`src/rtl/otter_lsu_pkg.sv`:
```
// otter_lsu_pkg: shared types and constants for the OTTER load/store unit.
//   lsu_state_t      : LSU FSM states
//   SIZE_BYTE/HALF/WORD : encodings of req_size / MEM_SIZE
//   IO_BASE_DEFAULT  : first memory-mapped IO address
//   is_io()          : address decode for the fixed-latency IO path
package otter_lsu_pkg;

   typedef enum logic [2:0] {
      IDLE    = 3'd0,
      ACCESS  = 3'd1,
      IO      = 3'd2,
      IO_WAIT = 3'd3,
      RESP    = 3'd4
   } lsu_state_t;

   localparam logic [1:0]  SIZE_BYTE       = 2'd0;
   localparam logic [1:0]  SIZE_HALF       = 2'd1;
   localparam logic [1:0]  SIZE_WORD       = 2'd2;
   localparam logic [31:0] IO_BASE_DEFAULT = 32'h0001_0000;

   function automatic logic is_io(input logic [31:0] addr, input logic [31:0] base);
      return addr >= base;
   endfunction

endpackage

```
`src/rtl/otter_lsu_if.sv`:
```
// otter_lsu_if: pipeline request/response channel plus the memory data port.
//   Pipeline side : req_valid/req_ready/req_we/req_addr/req_wdata/req_size/req_sign,
//                   resp_valid/resp_rdata/resp_err
//   Memory side   : MEM_RDEN2/MEM_WE2/MEM_ADDR2/MEM_DIN2/MEM_SIZE/MEM_SIGN (to memory),
//                   MEM_DOUT2/MEM_VALID2/MEM_ERR (from memory)
//   modport master : the LSU (initiator of memory accesses)
//   modport slave  : the environment (pipeline + memory wrapper)
interface otter_lsu_if;

   logic        req_valid;
   logic        req_ready;
   logic        req_we;
   logic [31:0] req_addr;
   logic [31:0] req_wdata;
   logic [1:0]  req_size;
   logic        req_sign;

   logic        resp_valid;
   logic [31:0] resp_rdata;
   logic        resp_err;

   logic        MEM_RDEN2;
   logic        MEM_WE2;
   logic [31:0] MEM_ADDR2;
   logic [31:0] MEM_DIN2;
   logic [1:0]  MEM_SIZE;
   logic        MEM_SIGN;
   logic [31:0] MEM_DOUT2;
   logic        MEM_VALID2;
   logic        MEM_ERR;

   modport master (
      input  req_valid, req_we, req_addr, req_wdata, req_size, req_sign,
      output req_ready, resp_valid, resp_rdata, resp_err,
      output MEM_RDEN2, MEM_WE2, MEM_ADDR2, MEM_DIN2, MEM_SIZE, MEM_SIGN,
      input  MEM_DOUT2, MEM_VALID2, MEM_ERR
   );

   modport slave (
      output req_valid, req_we, req_addr, req_wdata, req_size, req_sign,
      input  req_ready, resp_valid, resp_rdata, resp_err,
      input  MEM_RDEN2, MEM_WE2, MEM_ADDR2, MEM_DIN2, MEM_SIZE, MEM_SIGN,
      output MEM_DOUT2, MEM_VALID2, MEM_ERR
   );

endinterface

```
`src/rtl/otter_lsu_watchdog.sv`:
```
// otter_lsu_watchdog: cycle counter for a stalled memory access.
//   CLK, RST_N : clock, async active-low reset
//   in_access  : LSU is in ACCESS; counter is held at 0 otherwise, so it is
//                zero on the first ACCESS cycle
//   expired    : count reached TIMEOUT_CYCLES-1 while in ACCESS
module otter_lsu_watchdog #(
   parameter int unsigned TIMEOUT_CYCLES = 64
) (
   input  logic CLK,
   input  logic RST_N,
   input  logic in_access,
   output logic expired
);

   localparam int unsigned CW = (TIMEOUT_CYCLES > 2) ? $clog2(TIMEOUT_CYCLES) : 1;
   localparam logic [CW-1:0] LIMIT = CW'(TIMEOUT_CYCLES - 1);

   logic [CW-1:0] cnt;

   always_ff @(posedge CLK or negedge RST_N) begin
      if (!RST_N)          cnt <= '0;
      else if (!in_access) cnt <= '0;
      else if (cnt != LIMIT) cnt <= cnt + 1'b1;
   end

   assign expired = in_access && (cnt == LIMIT);

endmodule

```
`src/rtl/otter_lsu.sv`:
```
// otter_lsu: CPU-side load/store initiator for the OTTER data port.
//   CLK, RST_N : clock, async active-low reset
//   bus        : otter_lsu_if.master -- pipeline req/resp handshake and the
//                memory data port (all MEM_* outputs are registers)
// Addresses >= IO_BASE use a fixed-latency path (1-cycle enable, data read
// from the memory's registered IO buffer one cycle later). Other addresses
// hold the request until MEM_VALID2 or a first-cycle MEM_ERR.
// Optional build macro LSU_TIMEOUT_EN adds a watchdog that ends a stalled
// ACCESS with resp_err after TIMEOUT_CYCLES cycles.
module otter_lsu
   import otter_lsu_pkg::*;
#(
   parameter logic [31:0]  IO_BASE        = IO_BASE_DEFAULT,
   parameter int unsigned  TIMEOUT_CYCLES = 64
) (
   input  logic        CLK,
   input  logic        RST_N,
   otter_lsu_if.master bus
);

   lsu_state_t state_q, state_d;
   logic       accept;
   logic       first_q;    // first cycle of ACCESS: the only cycle MEM_ERR is honoured
   logic       we_q;
   logic       we_nxt;
   logic       en_d;
   logic       err_now;
   logic       tmo_hit;
   logic       req_ready_c, resp_valid_c;
   logic       resp_err_q;
   logic [31:0] rdata_q;

`ifdef LSU_TIMEOUT_EN
   otter_lsu_watchdog #(.TIMEOUT_CYCLES(TIMEOUT_CYCLES)) u_wdog (
      .CLK       (CLK),
      .RST_N     (RST_N),
      .in_access (state_q == ACCESS),
      .expired   (tmo_hit)
   );
`else
   logic unused_tmo;
   assign unused_tmo = |TIMEOUT_CYCLES;
   assign tmo_hit    = 1'b0;
`endif

   assign accept = bus.req_valid && (state_q == IDLE);

   // state register
   always_ff @(posedge CLK or negedge RST_N) begin
      if (!RST_N) state_q <= IDLE;
      else        state_q <= state_d;
   end

   // next state
   always_comb begin
      state_d = state_q;
      unique case (state_q)
         IDLE:    if (accept) state_d = is_io(bus.req_addr, IO_BASE) ? IO : ACCESS;
         ACCESS:  if ((first_q && bus.MEM_ERR) || bus.MEM_VALID2 || tmo_hit) state_d = RESP;
         IO:      state_d = IO_WAIT;
         IO_WAIT: state_d = RESP;
         RESP:    state_d = IDLE;
         default: state_d = IDLE;
      endcase
   end

   // outputs decoded from state
   always_comb begin
      req_ready_c  = (state_q == IDLE);
      resp_valid_c = (state_q == RESP);
   end

   // An error ends the access; a VALID2 on the timeout cycle is a normal completion.
   assign err_now = (state_q == ACCESS) &&
                    ((first_q && bus.MEM_ERR) || (tmo_hit && !bus.MEM_VALID2));

   // Enables are registered from the next state. IO is only entered from
   // IDLE, so an enable in IO lasts exactly one cycle.
   assign en_d   = (state_d == ACCESS) || (state_d == IO);
   assign we_nxt = accept ? bus.req_we : we_q;

   always_ff @(posedge CLK or negedge RST_N) begin
      if (!RST_N) begin
         bus.MEM_RDEN2 <= 1'b0;
         bus.MEM_WE2   <= 1'b0;
         bus.MEM_ADDR2 <= '0;
         bus.MEM_DIN2  <= '0;
         bus.MEM_SIZE  <= '0;
         bus.MEM_SIGN  <= 1'b0;
         we_q          <= 1'b0;
         first_q       <= 1'b0;
         resp_err_q    <= 1'b0;
         rdata_q       <= '0;
      end else begin
         if (accept) begin
            bus.MEM_ADDR2 <= bus.req_addr;
            bus.MEM_DIN2  <= bus.req_wdata;
            bus.MEM_SIZE  <= bus.req_size;
            bus.MEM_SIGN  <= bus.req_sign;
            we_q          <= bus.req_we;
         end
         bus.MEM_RDEN2 <= en_d && !we_nxt;
         bus.MEM_WE2   <= en_d &&  we_nxt;
         first_q       <= (state_d == ACCESS) && (state_q != ACCESS);
         resp_err_q    <= (state_d == RESP) && err_now;
         if (!we_q && ((state_q == IO_WAIT) ||
                       (state_q == ACCESS && bus.MEM_VALID2 && !err_now)))
            rdata_q <= bus.MEM_DOUT2;
      end
   end

   assign bus.req_ready  = req_ready_c;
   assign bus.resp_valid = resp_valid_c;
   assign bus.resp_err   = resp_err_q;
   assign bus.resp_rdata = rdata_q;

endmodule

```
`src/flat_wrapper.sv`:
```
// flat-port wrapper written by rule: the top's interface ports become plain ports
module otter_lsu_flat import otter_lsu_pkg::*;
#(
   parameter logic [31:0]  IO_BASE        = IO_BASE_DEFAULT,
   parameter int unsigned  TIMEOUT_CYCLES = 64
)
  (CLK, RST_N, bus_req_valid, bus_req_we, bus_req_addr, bus_req_wdata, bus_req_size, bus_req_sign, bus_req_ready, bus_resp_valid, bus_resp_rdata, bus_resp_err, bus_MEM_RDEN2, bus_MEM_WE2, bus_MEM_ADDR2, bus_MEM_DIN2, bus_MEM_SIZE, bus_MEM_SIGN, bus_MEM_DOUT2, bus_MEM_VALID2, bus_MEM_ERR);
  otter_lsu_if bus_i ();
  input  logic CLK;
  input  logic RST_N;
  input wire logic [$bits(bus_i.req_valid)-1:0] bus_req_valid;
  input wire logic [$bits(bus_i.req_we)-1:0] bus_req_we;
  input wire logic [$bits(bus_i.req_addr)-1:0] bus_req_addr;
  input wire logic [$bits(bus_i.req_wdata)-1:0] bus_req_wdata;
  input wire logic [$bits(bus_i.req_size)-1:0] bus_req_size;
  input wire logic [$bits(bus_i.req_sign)-1:0] bus_req_sign;
  output wire logic [$bits(bus_i.req_ready)-1:0] bus_req_ready;
  output wire logic [$bits(bus_i.resp_valid)-1:0] bus_resp_valid;
  output wire logic [$bits(bus_i.resp_rdata)-1:0] bus_resp_rdata;
  output wire logic [$bits(bus_i.resp_err)-1:0] bus_resp_err;
  output wire logic [$bits(bus_i.MEM_RDEN2)-1:0] bus_MEM_RDEN2;
  output wire logic [$bits(bus_i.MEM_WE2)-1:0] bus_MEM_WE2;
  output wire logic [$bits(bus_i.MEM_ADDR2)-1:0] bus_MEM_ADDR2;
  output wire logic [$bits(bus_i.MEM_DIN2)-1:0] bus_MEM_DIN2;
  output wire logic [$bits(bus_i.MEM_SIZE)-1:0] bus_MEM_SIZE;
  output wire logic [$bits(bus_i.MEM_SIGN)-1:0] bus_MEM_SIGN;
  input wire logic [$bits(bus_i.MEM_DOUT2)-1:0] bus_MEM_DOUT2;
  input wire logic [$bits(bus_i.MEM_VALID2)-1:0] bus_MEM_VALID2;
  input wire logic [$bits(bus_i.MEM_ERR)-1:0] bus_MEM_ERR;
  assign bus_i.req_valid = bus_req_valid;
  assign bus_i.req_we = bus_req_we;
  assign bus_i.req_addr = bus_req_addr;
  assign bus_i.req_wdata = bus_req_wdata;
  assign bus_i.req_size = bus_req_size;
  assign bus_i.req_sign = bus_req_sign;
  assign bus_req_ready = bus_i.req_ready;
  assign bus_resp_valid = bus_i.resp_valid;
  assign bus_resp_rdata = bus_i.resp_rdata;
  assign bus_resp_err = bus_i.resp_err;
  assign bus_MEM_RDEN2 = bus_i.MEM_RDEN2;
  assign bus_MEM_WE2 = bus_i.MEM_WE2;
  assign bus_MEM_ADDR2 = bus_i.MEM_ADDR2;
  assign bus_MEM_DIN2 = bus_i.MEM_DIN2;
  assign bus_MEM_SIZE = bus_i.MEM_SIZE;
  assign bus_MEM_SIGN = bus_i.MEM_SIGN;
  assign bus_i.MEM_DOUT2 = bus_MEM_DOUT2;
  assign bus_i.MEM_VALID2 = bus_MEM_VALID2;
  assign bus_i.MEM_ERR = bus_MEM_ERR;
  otter_lsu #(.IO_BASE(IO_BASE), .TIMEOUT_CYCLES(TIMEOUT_CYCLES)) u_core (.CLK(CLK), .RST_N(RST_N), .bus(bus_i));
endmodule
```
`config.mk`:
```
export PLATFORM = sky130hd
export DESIGN_NAME = otter_lsu_flat
export DESIGN_NICKNAME = d
export VERILOG_FILES = /design/src/rtl/otter_lsu_pkg.sv /design/src/rtl/otter_lsu_if.sv /design/src/rtl/otter_lsu_watchdog.sv /design/src/rtl/otter_lsu.sv /design/src/flat_wrapper.sv
export SDC_FILE = /design/constraint.sdc
export NUM_CORES = 1
export LEC_CHECK = 0
export CAP_MARGIN = 10
export CORE_MARGIN = 2
export CORE_UTILIZATION = 30
export DETAILED_ROUTE_END_ITERATION = 7
export DONT_BUFFER_PORTS = 1
export GPL_TIMING_DRIVEN = 0
export SETUP_SLACK_MARGIN = 0.3
export SLEW_MARGIN = 20
export SYNTH_ARGS = -nofsm -noshare
export SYNTH_HDL_FRONTEND = slang
export SYNTH_SLANG_ARGS = --single-unit
```
`constraint.sdc`:
```
create_clock -name CLK -period 1.8 [get_ports CLK]
set_input_delay 0.36 -clock CLK [delete_from_list [all_inputs] [get_ports CLK]]
set_output_delay 0.36 -clock CLK [all_outputs]
set_load 0.03 [all_outputs]
```
Word-level counts from Yosys, hierarchy flattened
Cells that the tools add are included. Widths: inputs -> output; s select.

Register bits after elaboration: 107. Latch bits: 0. Memory bits (writable): 0. Bits in read-only memories: 0. Input bits: 105. Output and inout port bits: 104. Logic and storage cells: 42. Memories: 0.

Add/subtract/negate cells: 0. Multipliers: 0. Divide/modulo/power cells: 0. Magnitude comparators: 1. Equality and inequality tests: 8. Shift-type cells: 0. Multiplexer cells: 5. Bitwise logic cells: 0. Reductions and logical operators: 17.

Operators with widths (count): $ge 32x17->1 const B (1); $pmux 3 s4 (1); $logic_and 1x1->1 (10); $eq 3x2->1 const B (3); $eq 3x1->1 const B (2); $eq 3x3->1 const B (2); $mux 3 (2); $logic_not 1->1 (3); $logic_not 3->1 (1); $logic_or 1x1->1 (3); $ne 3x1->1 const B (1); $mux 2 (1); $mux 1 (1).

Logic depth before layout (Yosys ltp)
Depth after elaboration: 7. Gate-level depth with buffers: 6. Depth with buffers taken out: 4.

Worst setup path after synthesis
Ideal clock, no wire load.

Path type: flip-flop to flip-flop. Start point: register u_core.state_q[0]. End point: register u_core.bus.MEM_ADDR2[10]. Library setup time: 125 ps. Arrival: 1540 ps. Data required time: 1675 ps. Path slack: 135 ps. Cell stages (with the launch flop): 5. Path buffers: 2. Period minus slack after synthesis: 1665 ps. Cell sequence: dfrtp_1 -> buf_2 -> nor4b_4 -> buf_6 -> mux2_2.

Word-level cells in the longest chain between the ends: 2.

RTL lines: start: declaration (RTL line otter_lsu.sv:21) `lsu_state_t state_q, state_d;`; start signal: assignment (RTL line otter_lsu.sv:51) `else state_q <= state_d;`; $logic_not 3->1 (RTL line otter_lsu.sv:46) `assign accept = bus.req_valid && (state_q == IDLE);`; $logic_and 1x1->1 (RTL line otter_lsu.sv:46); end signal: assignment (RTL line otter_lsu.sv:96) `bus.MEM_ADDR2 <= bus.req_addr;`; end: declaration (RTL line otter_lsu_if.sv:35) `output MEM_RDEN2, MEM_WE2, MEM_ADDR2, MEM_DIN2, MEM_SIZE, MEM_SIGN,`.

Every way passes these cells. A chain may end at the register's enable or synchronous reset.

Final worst setup path
Start point: register u_core.state_q[0]. End point: register u_core.bus.MEM_DIN2[31].

Word-level cells in the longest chain between the ends: 2.

RTL lines: $logic_not 3->1 (RTL line otter_lsu.sv:46); $logic_and 1x1->1 (RTL line otter_lsu.sv:46); end signal: assignment (RTL line otter_lsu.sv:97) `bus.MEM_DIN2 <= bus.req_wdata;`; end: declaration (RTL line otter_lsu_if.sv:35).

Every way passes these cells.

==> flow_summary.yaml <==
status:
  outcome: "finished with violations"
  failed_checks: "hold timing"
layout:
  antenna_cells: 0
  finish.instance_area_mm2: 0.00482
  drive_gt1_share_pct: 47.6
  final_nets: 367
  layout.cells.non_filler: 443
  area_delta_synth_final_pct: 18.3
synth:
  ys_warn_count: 0
  postSynth.asyncResetShare_pct: 100
  synth_top_cell_area_share_pct: 65.6
  synth_area_per_cell_um2: 16.6
  syn-num-nets: 351
  syn_inst: 246
  synth_area_mm2: 0.00408
  yosysMostFrequentCell: "dfrtp_1"
  yosysUniqueCellTypes: 21
  ys_seq_area_share_pct: 65.6
  synth_top_area_cell: "dfrtp_1"
  ys_top_cells_by_count: "dfrtp_1 (107), mux2_2 (86), mux2_1 (13)"
  synth_edf_count: 0
  synth_seq_cells: 107
  synth_area_leaders: "dfrtp_1 (66%), mux2_2 (24%), mux2_1 (3.6%)"
  ys.flop_type: "dfrtp_1"
place:
  place_congestion: 0.637
  io_buffers: 0
  placed_cells_incl_taps: 422
  placed_area_mm2: 0.00431
  hpwl_mm: 6.18
floorplanning:
  die_area_mm2: 0.0145
  pin_count: 209
  dieWidth_um: 121
  core-area_mm2: 0.0132
  rows: 42
  fp.dieH_um: 121
  start_util_pct: 30.8
clock_network:
  cts.clk_slew.worst_paths_ns: 0.07
  htreeDepth: 3
  cts_buffer_depth: 2
  clock_sink_count: 107
  clk-insertion-delay-late_ns: 0.34
  numCtsBuffers: 9
  cts-root-buf: "clkbuf_16"
  cts_tree: "yes"
setup_path:
  max_stage_delay_ns: 0.37
  cp.arrival_ns: 1.88
  cpMaxStageDelayCell: "dfrtp_1"
  startpoint: "u_core.state_q[0]"
  path_common_cell: "buf_12"
  r2r_end: "u_core.bus.MEM_DIN2[31]"
  worstSetupEndpointType: "flip-flop"
  crit_end: "u_core.bus.MEM_DIN2[31]"
  ff2ff_setup_slack_ns: 0.14
  critical_path_required_ns: 2.02
  crit_chain: "buf_6 -> nor4b_4 -> buf_12 -> buf_12 -> mux2_2"
  crit_type: "flip-flop to flip-flop"
  worst_setup_path_start_kind: "flip-flop"
  r2r_start: "u_core.state_q[0]"
  critPathMaxFanout: 10
  r2r_cells: 5
power_and_ir_drop:
  p_sw_mw: 4.95
  vdd_drop_max_uv: 781
  power.static_leakage_nw: 2.03
  internal_power_mw: 6.46
  power.density_mw_per_mm2: 2370
  comb_power_share_pct: 22.7
  switching_share_pct: 43.4
  p_seq_share_pct: 59.4
  pwr-share-clk_pct: 17.9
  total_power_mw: 11.4
sta:
  max_freq_mhz: 604
  hold_viol: 107
  min_period_over_period_pct: 92.0
  setup_violations: 0
  fin_crit_ns: 1.66
  relSlewSlack_pct: 71.8
  maxSlewViolCount: 0
  skew_ns: 0.00556
  whs_ns: -0.295
  worstMarginPinSlew_ns: 0.421
  rsz0062_at_grt: "true"
drt:
  via_count: 2112
  viasPerCell: 4.77
  first_iter_violations: 66
  drc: 0
  ant_nets: 0
  first_pass_iters: 3
  finalWirelength_mm: 8.37
  wire_per_inst_um: 18.9
job:
  drv_cap: 0
grt:
  grt_pass1_vias: 2350
  antenna_found_initial: 0
  grt_first_pass_wirelength_mm: 12.4
  grt_use_total_pct: 11.5
  grt_max_degree: 108
  grt_overflow_total: 0
hold_path:
  hold_class: "input port to asynchronous set/reset pin"
[per-stage QoR]
step	setup slack (ns)	hold slack [ns]	TNS, ns	util (%)
after CTS	0.142	-0.315	0	36.2
final	0.144	-0.295	0	36.4
after detailed placement	-0.110	0.0668	-5.03	32.5
after global placement	-0.0999	0.0667	-4.23	32.5
after floorplan	0.135	0.0644	0	-
after global routing	0.0773	-0.320	0	36.4
[timing repair]
action	in CTS	in global routing
cloned	1	0
setup endpoints to repair	105	102
setup buffers	4	0
gates resized for setup	29	7
pin swaps	4	2
hold endpoints to repair	107	107
[cell families (layout without fill, tap and decap cells)]
group                  after synthesis  after routing  synth area share (%)
muxes                              100            100                  27.6
and+or+nand+nor                     18             18                  2.70
buffers and inverters               14             35                  2.88
DFF                                107            107                  65.6
AOI/OAI and AO/OA                    7              7                  1.20
[worst min path at each step]
stage | to | depth (start not counted)
after global placement | u_core.bus.MEM_DIN2[10] | 0
after CTS | u_core.bus.MEM_DIN2[16] | 0
after detailed placement | u_core.bus.MEM_DIN2[16] | 0
final | u_core.bus.MEM_DIN2[16] | 0
after global routing | u_core.bus.MEM_DIN2[16] | 0
after floorplan | u_core.bus.MEM_ADDR2[0] | 0
[state kept, by name, summed over array words and instances, names as in the netlist]
name,cells
u_core.state_q,3
u_core.we_q,1
u_core.bus.resp_err,1
u_core.bus.MEM_RDEN2,1
u_core.bus.MEM_SIGN,1
u_core.bus.MEM_SIZE,2
u_core.bus.MEM_WE2,1
u_core.bus.MEM_DIN2,32
u_core.bus.resp_rdata,32
u_core.bus.MEM_ADDR2,32
u_core.first_q,1
[power groups by stage]
| stage | logic (mW) | clock network (mW) | registers [mW] |
|---|---|---|---|
| final | 2.59 | 2.04 | 6.78 |
| after global routing | 2.81 | 2.23 | 6.93 |
| after CTS | 2.59 | 2.13 | 6.81 |
| after detailed placement | 2.24 | 0 | 6.84 |
| after global placement | 2.11 | 0 | 6.82 |
| after floorplan | 1.91 | 0 | 6.55 |
[placed cells by master (no fill, tap or decap), drive strengths merged]
cell     netlist  final
dfrtp        107    107
mux2          99     99
buf           12     17
clkbuf         0     10
nor4           4      4
clkinv         0      4
nor2           4      4
nand2          3      3
nor3           3      3
inv            2      2
a21boi         2      2
bufinv         0      2
nor4b          1      1
nand4          1      1
nand2b         1      1
o2bb2ai        1      1
a211oi         1      1
o22ai          1      1
mux2i          1      1
a31oi          1      1
nor3b          1      1
o21ai          1      1
[routing by layer]
metal | wire [um] | part of all wire [%] | track usage, % | vias up
met5 | 0 | 0 | 0 | -
met4 | 227 | 2.7 | 6.47 | 0
met3 | 878 | 10 | 5.19 | 16
met2 | 4220 | 50 | 19.1 | 124
met1 | 3040 | 36 | 11.9 | 1068
li1 | - | - | - | 904
[final cells by class]
| class | count | area [um^2] |
|---|---|---|
| buffer | 12 | 175 |
| inverter | 2 | 7.51 |
| tap | 176 | 220 |
| clock inverter | 6 | 80.1 |
| fill | 1268 | 8420 |
| sequential | 107 | 2680 |
| multi-input combinational | 125 | 1360 |
| timing repair buffer | 5 | 70.1 |
| clock buffer | 10 | 229 |
[critical path, delay by kind of cell, from the launching register on]
family	cells	cell delay, ns
DFF	1	0.37
buffers and inverters	3	0.49
and+or+nand+nor	1	0.32
muxes	1	0.34
(Power assumes the default switching activity.)
